### src/rtl/falling_obj_pkg.sv
// Shared types and helpers for the falling-object pool: fixed-point values, pixel
// coordinates and the per-slot state record.
package falling_obj_pkg;

  typedef logic signed [10:0] coord_t;
  typedef int signed          fp_t;

  localparam int FRAC_BITS_DEFAULT = 6;

  typedef struct packed {
    logic active;
    fp_t  x;
    fp_t  y;
    fp_t  vx;
    fp_t  vy;
  } slot_state_t;

  // Floor to whole pixels, then keep the low 11 bits.
  function automatic coord_t fp_to_px(input fp_t v, input int frac);
    return coord_t'(v >>> frac);
  endfunction

endpackage

### src/rtl/falling_obj_slot.sv
// One falling-object slot: position/velocity registers, gravity, side-wall bounce and
// exit detection at the bottom line.
module falling_obj_slot
  import falling_obj_pkg::*;
#(
  parameter int FRAC_BITS = FRAC_BITS_DEFAULT,
  parameter int X_MAX     = 639,
  parameter int Y_MAX     = 479,
  parameter int OBJ_W     = 32,
  parameter int SPAWN_Y   = 0,
  parameter int GRAVITY   = 0,
  parameter int VY_MAX    = 512
) (
  input  logic              i_clk,
  input  logic              i_reset,
  input  logic              i_update,
  input  logic              i_kill,
  input  logic              i_load,
  input  coord_t            i_spawn_x,
  input  logic signed [7:0] i_spawn_vx,
  input  logic        [7:0] i_spawn_vy,
  output logic              o_active,
  output logic              o_exceed,
  output coord_t            o_px_x,
  output coord_t            o_px_y
);

  localparam fp_t X_LIM  = (X_MAX - OBJ_W) <<< FRAC_BITS;
  localparam fp_t Y_EXIT = Y_MAX <<< FRAC_BITS;

  slot_state_t r_state;
  logic        r_exceed;

  fp_t  w_vy_sum;
  fp_t  w_vy_new;
  fp_t  w_y_new;
  fp_t  w_x_sum;
  fp_t  w_x_new;
  fp_t  w_vx_new;
  logic w_exit;

  always_comb begin
    w_vy_sum = r_state.vy + GRAVITY;
    w_vy_new = (w_vy_sum > VY_MAX) ? VY_MAX : w_vy_sum;
    w_y_new  = r_state.y + w_vy_new;
    w_x_sum  = r_state.x + r_state.vx;
    w_x_new  = w_x_sum;
    w_vx_new = r_state.vx;
    if (w_x_sum < 0) begin
      w_x_new  = 0;
      w_vx_new = -r_state.vx;
    end else if (w_x_sum > X_LIM) begin
      w_x_new  = X_LIM;
      w_vx_new = -r_state.vx;
    end
    w_exit = (w_y_new >= Y_EXIT);
  end

  // Kill beats motion; a load only ever targets an inactive slot.
  always_ff @(posedge i_clk) begin
    if (i_reset) begin
      r_state  <= '0;
      r_exceed <= 1'b0;
    end else begin
      r_exceed <= 1'b0;
      if (r_state.active && i_kill) begin
        r_state.active <= 1'b0;
      end else if (r_state.active && i_update) begin
        r_state.x  <= w_x_new;
        r_state.y  <= w_y_new;
        r_state.vx <= w_vx_new;
        r_state.vy <= w_vy_new;
        if (w_exit) begin
          r_state.active <= 1'b0;
          r_exceed       <= 1'b1;
        end
      end else if (i_load) begin
        r_state.active <= 1'b1;
        r_state.x      <= fp_t'(i_spawn_x) <<< FRAC_BITS;
        r_state.y      <= SPAWN_Y <<< FRAC_BITS;
        r_state.vx     <= fp_t'(i_spawn_vx);
        r_state.vy     <= fp_t'(i_spawn_vy);
      end
    end
  end

  assign o_active = r_state.active;
  assign o_exceed = r_exceed;
  assign o_px_x   = fp_to_px(r_state.x, FRAC_BITS);
  assign o_px_y   = fp_to_px(r_state.y, FRAC_BITS);

endmodule

### src/rtl/falling_object_pool_move.sv
// Pool of NUM_OBJ falling objects: lowest-free-slot allocation with a registered spawn
// handshake, plus per-slot motion instances.
module falling_object_pool_move
  import falling_obj_pkg::*;
#(
  parameter int NUM_OBJ   = 4,
  parameter int FRAC_BITS = FRAC_BITS_DEFAULT,
  parameter int X_MAX     = 639,
  parameter int Y_MAX     = 479,
  parameter int OBJ_W     = 32,
  parameter int SPAWN_Y   = 0,
  parameter int GRAVITY   = 0,
  parameter int VY_MAX    = 512,
  localparam int SLOT_W   = (NUM_OBJ > 1) ? $clog2(NUM_OBJ) : 1
) (
  input  logic                   clk,
  input  logic                   reset,
  input  logic                   startOfFrame,
  input  logic                   freeze,
  input  logic                   spawn_req,
  input  logic signed [10:0]     spawn_x,
  input  logic signed [7:0]      spawn_vx,
  input  logic        [7:0]      spawn_vy,
  output logic                   spawn_ack,
  output logic [SLOT_W-1:0]      spawn_slot,
  input  logic [NUM_OBJ-1:0]     kill,
  output logic [NUM_OBJ-1:0]     active,
  output logic [NUM_OBJ-1:0]     exceed,
  output logic [NUM_OBJ*11-1:0]  topLeftX,
  output logic [NUM_OBJ*11-1:0]  topLeftY
);

  logic                r_ack;
  logic [SLOT_W-1:0]   r_slot;
  logic                w_free_any;
  logic [SLOT_W-1:0]   w_free_idx;
  logic                w_accept;
  logic                w_update;
  logic [NUM_OBJ-1:0]  w_load;

  // Scan downwards so the lowest free index is the last one written.
  always_comb begin
    w_free_any = 1'b0;
    w_free_idx = '0;
    for (int i = NUM_OBJ - 1; i >= 0; i--) begin
      if (!active[i]) begin
        w_free_any = 1'b1;
        w_free_idx = SLOT_W'(i);
      end
    end
  end

  assign w_accept = spawn_req && !r_ack && !startOfFrame && w_free_any;
  assign w_update = startOfFrame && !freeze;

  always_comb begin
    w_load = '0;
    for (int i = 0; i < NUM_OBJ; i++) begin
      w_load[i] = w_accept && (w_free_idx == SLOT_W'(i));
    end
  end

  always_ff @(posedge clk) begin
    if (reset) begin
      r_ack  <= 1'b0;
      r_slot <= '0;
    end else begin
      r_ack <= w_accept;
      if (w_accept) begin
        r_slot <= w_free_idx;
      end
    end
  end

  assign spawn_ack  = r_ack;
  assign spawn_slot = r_slot;

  for (genvar g = 0; g < NUM_OBJ; g++) begin : g_slot
    falling_obj_slot #(
      .FRAC_BITS (FRAC_BITS),
      .X_MAX     (X_MAX),
      .Y_MAX     (Y_MAX),
      .OBJ_W     (OBJ_W),
      .SPAWN_Y   (SPAWN_Y),
      .GRAVITY   (GRAVITY),
      .VY_MAX    (VY_MAX)
    ) u_slot (
      .i_clk      (clk),
      .i_reset    (reset),
      .i_update   (w_update),
      .i_kill     (kill[g]),
      .i_load     (w_load[g]),
      .i_spawn_x  (spawn_x),
      .i_spawn_vx (spawn_vx),
      .i_spawn_vy (spawn_vy),
      .o_active   (active[g]),
      .o_exceed   (exceed[g]),
      .o_px_x     (topLeftX[11*g +: 11]),
      .o_px_y     (topLeftY[11*g +: 11])
    );
  end

endmodule

### config.mk
export PLATFORM = sky130hd
export DESIGN_NAME = falling_object_pool_move
export DESIGN_NICKNAME = d
export VERILOG_FILES = /design/src/rtl/falling_obj_pkg.sv /design/src/rtl/falling_obj_slot.sv /design/src/rtl/falling_object_pool_move.sv
export SDC_FILE = /design/constraint.sdc
export NUM_CORES = 2
export LEC_CHECK = 0
export ABC_CLOCK_PERIOD_IN_PS = 4480
export CAP_MARGIN = 20
export CORE_AREA = 2 2 289 433
export DETAILED_ROUTE_END_ITERATION = 10
export DIE_AREA = 0 0 291 435
export PLACE_DENSITY = 0.53
export SLEW_MARGIN = 10
export SYNTH_ARGS = -nofsm -noshare
export SYNTH_HDL_FRONTEND = slang
export SYNTH_SLANG_ARGS = --single-unit
### constraint.sdc
create_clock -name clk -period 4.48 [get_ports clk]
set_input_delay 0.896 -clock clk [delete_from_list [all_inputs] [get_ports clk]]
set_output_delay 0.896 -clock clk [all_outputs]
set_load 0.1 [all_outputs]
* Word level (Yosys, flattened, before mapping)
Index checks and enable logic that the tools add are counted.
** Operators by class
- $add $sub $neg :: 12
- Magnitude comparators :: 16
- Equality and inequality tests :: 11
- Multiplexer cells :: 44
- Bitwise operators :: 8
- Reductions and logical operators :: 44
** Operators with widths (number)
- 129-bit 2-to-1 mux :: 8
- 32-bit 2-to-1 mux :: 20
- 32-bit adder :: 8
- 32-bit by 16-bit greater-or-equal comparator with 1-bit output (second input constant) :: 4
- 32-bit by 11-bit > comparator with 1-bit output (second input constant) :: 4
- 32-bit by 17-bit > comparator with 1-bit output (second input constant) :: 4
- 32-bit by 1-bit < comparator with 1-bit output (second input constant) :: 4
- 32-bit negator :: 4
- 1-bit logical AND :: 16
- 2-bit AND reduction :: 8
- 1-bit 2-to-1 mux :: 12
- 3-bit by 1-bit != test with 1-bit output (second input constant) :: 4
- 3-bit AND reduction :: 4
- 3-bit OR reduction :: 4
- 2-bit 2-to-1 mux :: 4
- 2-bit by 1-bit != test with 1-bit output (second input constant) :: 4
- 1-bit inverter :: 8
- 2-bit nonzero test :: 4
- 2-bit OR reduction :: 4
- 2-bit equality test (second input constant) :: 2
- 1-bit zero test :: 3
- 2-bit by 1-bit equality test with 1-bit output (second input constant) :: 1
- 2-bit zero test :: 1
** Word-level totals
- Bits in registers :: 523
- Input bits :: 36
- Word-level logic and storage cells :: 161

* Depth between registers and ports, before layout
- Depth after elaboration :: 8
- Mapped depth :: 20
- Depth with buffers taken out :: 19

* Modules after synthesis
A second synthesis with hierarchy kept.
** Second synthesis, totals
- Cell total of the unflattened synthesis :: 4996
- Area, all modules :: 38328.0 sq um
** Modules (own cells, without submodules)
- falling_obj_slot (g_slot[1].u_slot ...) :: instances 2, cells an instance 1263, area an instance 9556.7 sq um, seq. area each 2602.5 sq um
- falling_obj_slot (g_slot[0].u_slot) :: instances 1, cells an instance 1243, area an instance 9723.1 sq um, seq. area each 2602.5 sq um
- falling_obj_slot (g_slot[3].u_slot) :: instances 1, cells an instance 1203, area an instance 9302.7 sq um, seq. area each 2602.5 sq um
- falling_object_pool_move :: instances 1, cells an instance 24, area an instance 188.9 sq um, seq. area each 60.1 sq um

* Worst setup path after synthesis
OpenSTA, ideal clock, no wires.
- Kind :: reg-to-reg
- Start point :: register g_slot[3].u_slot.r_state[10] (netlist name)
- End point :: register g_slot[3].u_slot.o_active (netlist name)
- Arrival time :: 4.684 ns
- Required time :: 4.394 ns
- Setup slack :: -0.290 ns
- Stages on the path, launching flop included :: 19
- Path buffers :: 2
- Path through :: dfxtp_1 -> nor4_1 -> and4_1 -> a31oi_1 -> clkbuf_1 -> clkbuf_1 -> nor2b_1 -> ha_1 -> or4_4 -> o311a_1 -> maj3_2 -> a22o_2 -> a21oi_2 -> xor2_1 -> o311ai_1 -> or4b_1 -> nor4bb_1 -> nand4bb_1 -> a221oi_2
** On the way
- Longest elaborated chain between the ends :: 6
** Ends and longest elaborated chain
- start, declared :: RTL line falling_obj_slot.sv:31 : slot_state_t r_state;
- 32-bit by 11-bit > comparator with 1-bit output :: RTL line falling_obj_slot.sv:44 : w_vy_new = (w_vy_sum > VY_MAX) ? VY_MAX : w_vy_sum;
- 32-bit 2-to-1 mux * :: RTL line falling_obj_slot.sv:44
- 32-bit adder * :: RTL line falling_obj_slot.sv:45 : w_y_new = r_state.y + w_vy_new;
- 32-bit by 16-bit greater-or-equal comparator with 1-bit output * :: RTL line falling_obj_slot.sv:56 : w_exit = (w_y_new >= Y_EXIT);
- 2-bit by 1-bit != test with 1-bit output (no line) *
- 2-bit AND reduction (no line) *
Every way passes the cells marked *; elsewhere a longest branch is shown, timed or not.
A chain may end at the register's enable or synchronous reset.

* Worst setup path after layout
- Start point :: register g_slot[3].u_slot.r_state[8] (netlist name)
- End point :: register g_slot[3].u_slot.o_active (netlist name)
** On the way
- Longest elaborated chain between the ends :: 6
** Ends and longest elaborated chain (RTL line)
- 32-bit by 11-bit > comparator with 1-bit output :: falling_obj_slot.sv:44
- 32-bit 2-to-1 mux * :: falling_obj_slot.sv:44
- 32-bit adder * :: falling_obj_slot.sv:45
- 32-bit by 16-bit greater-or-equal comparator with 1-bit output * :: falling_obj_slot.sv:56
- 2-bit by 1-bit != test with 1-bit output (no line) *
- 2-bit AND reduction (no line) *
Marked as above.

==> flow_summary.yaml <==
floorplan:
  ios: 135
  core_area_um2: 123200
  start_util: 0.2971
  rows: 158
  die_width_um: 291
  die_h_um: 435
  dieArea_um2: 126600
clocking:
  clk_path_buf_depth: 3
  clk_latency_ns: 0.67
  cts.sinks: 523
  cts-root-buf: "clkbuf_16"
  tritoncts: "done"
  cts_buffers: 61
  ctsHoldBuffers: 0
  h-tree-depth: 2
  clkTransAtPathRegs_ns: 0.06
detailed_routing:
  wire_per_inst_um: 19.41
  wl_mm: 132.0
  drt_iter0_drc: 2268
  vias: 36950
  drtPass1Iterations: 5
  antenna_left: 0
  vias_per_cell: 5.436
  drc: 0
synth:
  synth.top_cells.by_area: "dfxtp_1 (29%), ha_1 (8.2%), a21oi_1 (6.1%)"
  synth_nets: 5008
  netlist.area_leader.share: 0.2862
  synth.distinct_cells: 106
  synth_warnings: 0
  synth_edf_count: 0
  synth.avg_cell_area_um2: 7.745
  synthFlopType: "dfxtp_1"
  async_flop_share: 0
  synth.yosys.seq_area_share: 0.2862
  synth_seq_cells: 523
  synth_area_um2: 36590
  syn-instance-count: 4724
  synth_top_area_cell: "dfxtp_1"
placed_design:
  dp_cells: 6638
  pre_cts_slack_ns: -0.5638
  place_hpwl_mm: 97.24
  gp_congestion: 0.9202
  numPortBuffers: 134
cells_and_area:
  nNetsFinal: 5429
  stdcell_count: 6798
  fin_util: 0.3770
  drive_above_1_share: 0.1901
  layout_commonest_cell: "buf_4"
  area_delta_synth_final_pct: 26.89
  layout_common_cells: "buf_4 (547), dfxtp_1 (519), nor2_1 (468)"
timing:
  setup_slack_ns: -0.2865
  finalCritPeriodShare: 1.064
  hold_violations: 0
  worstMarginPinSlew_ns: 1.113
  rsz0062_at_grt: "yes"
  setup-violations-final: 9
  slew-limit-headroom: 0.2555
  whs_ns: 0.4579
  timing.fmax_ghz: 0.2098
  skew_ns: 0.03751
  finalCriticalPeriod_ns: 4.766
  slew_viol_final: 0
outcome:
  status: "complete, but fails checks"
  violations: "negative setup slack"
worst_setup_path:
  required_ns: 5.06
  crit_path_end_kind: "flip-flop"
  critPathMaxFanout: 6
  cp.arrival_ns: 5.35
  reg2reg_from: "g_slot[3].u_slot.r_state[8]"
  crit_start: "g_slot[3].u_slot.r_state[8]"
  start_kind: "flip-flop"
  crit_type: "reg2reg"
power_and_ir_drop:
  p_per_area_nw_per_um2: 247.7
  max-vdd-ir-drop_uv: 325.4
  p_leak_nw: 19.97
global_route:
  first_global_vias: 35810
  grt_pass1_wl_mm: 202.0
  grt_max_degree: 116
  grt_overflow: 0
  grt_usage: 0.1983
  antenna_found_initial: 2
run:
  max_cap_violations: 0
min_path:
  holdCritStartpoint: "g_slot[0].u_slot.r_state[118]"
  min_path_type: "reg2reg"
==> registers in the layout (all words and copies together) (netlist names) <==
name and flops:
spawn_ack 1, spawn_slot 2, g_slot.u_slot.r_state 424, g_slot.u_slot.o_active 4, g_slot.u_slot.o_px_x 44, g_slot.u_slot.o_px_y 44, g_slot.u_slot.o_exceed 4
==> cells by family after synthesis <==
| logic type | after synthesis | share of synthesized area |
|---|---|---|
| buf+inv | 473 | 0.06056 |
| flops | 523 | 0.2862 |
| xor+xnor | 197 | 0.04716 |
| compound gates | 1509 | 0.2753 |
| simple gates | 1734 | 0.2333 |
| fa+ha+maj | 250 | 0.08703 |
| mux | 38 | 0.01050 |
==> Yosys cell counts (17+ instances only) <==
cell type,count
a211oi_1,53
a21boi_0,17
inv_1,131
o21bai_1,34
nor4_1,54
nor2_1,478
o21a_1,40
nor3_1,131
o32ai_1,34
a21o_1,106
o211ai_1,62
nor2b_1,127
nand2b_1,41
xnor2_1,118
o221a_2,17
or3_1,44
o21ai_0,215
nand2_1,384
dfxtp_1,523
or2_2,23
ha_1,240
nand4_1,34
buf_2,30
a21oi_1,449
xor2_1,79
and2_1,117
and3_1,68
nor3b_1,17
a31oi_1,89
o31ai_1,39
or4_1,19
clkbuf_1,194
buf_4,103
a22oi_1,112
mux2i_1,35
nand3_1,145
==> stage by stage <==
step	instance area, µm²	power (mW)	setup TNS, ns
global placement	42500	5.847	-3.790
floorplan	36820	5.455	-0.1638
CTS	45350	11.65	-2.253
finish	46430	11.50	-1.618
global route	46420	11.91	-4.153
detailed placement	42500	5.850	-4.640
==> repair_timing <==
item / CTS / global route
setup endpoints to repair: 16 / 158
pin swaps: 61 / 104
buffers inserted: 21 / 27
cloned: 0 / 1
resized for setup: 79 / 172
==> final timing paths <==
path / to / slack, ns / cells past startpoint
max reg2reg: g_slot[3].u_slot.o_active / -0.29 / 20
max: g_slot[3].u_slot.o_active / -0.29 / 20
min: g_slot[0].u_slot.r_state[118] / 0.46 / 2
min reg2reg: g_slot[0].u_slot.r_state[118] / 0.46 / 2
==> worst max-delay path, stage by stage (launching register included) <==
cell,delay (ns)
dfxtp_2,0.32
or4_4,0.54
o41ai_4,0.26
a31oi_4,0.17
nor2b_1,0.15
ha_2,0.19
inv_2,0.04
fa_2,0.36
nor2b_4,0.13
o31a_1,0.25
o221ai_2,0.14
o211ai_1,0.17
buf_4,0.17
o2bb2ai_4,0.13
a31oi_4,0.11
xor2_2,0.19
o311ai_1,0.11
or4b_1,0.51
nor4bb_2,0.34
nand4bb_1,0.19
a221oi_2,0.23
==> area by class of cell <==
type,instances,area [µm²]
clock buffers,79,1765
clock inverters,35,519.2
multi-input cells,3728,25370
diodes,2,5.005
fillers,12740,76730
flip-flops and latches,523,10480
well taps,1600,2002
inverters,132,496.7
repair buffers,699,5791
==> report_power, final <==
group	switching [mW]	internal, mW
clock network	2.26	3.47
registers	0.0555	4.70
logic	0.683	0.339
==> routing by layer <==
metal | global-route usage | part of all wire | up-vias
met3 | 0.02507 | 0.041 | 285
met2 | 0.3622 | 0.50 | 823
li1 | - | - | 18140
met1 | 0.2282 | 0.41 | 17700
met5 | 0 | 0.000099 | -
met4 | 0.09101 | 0.050 | 2
Power figures use the tool's default switching activity.
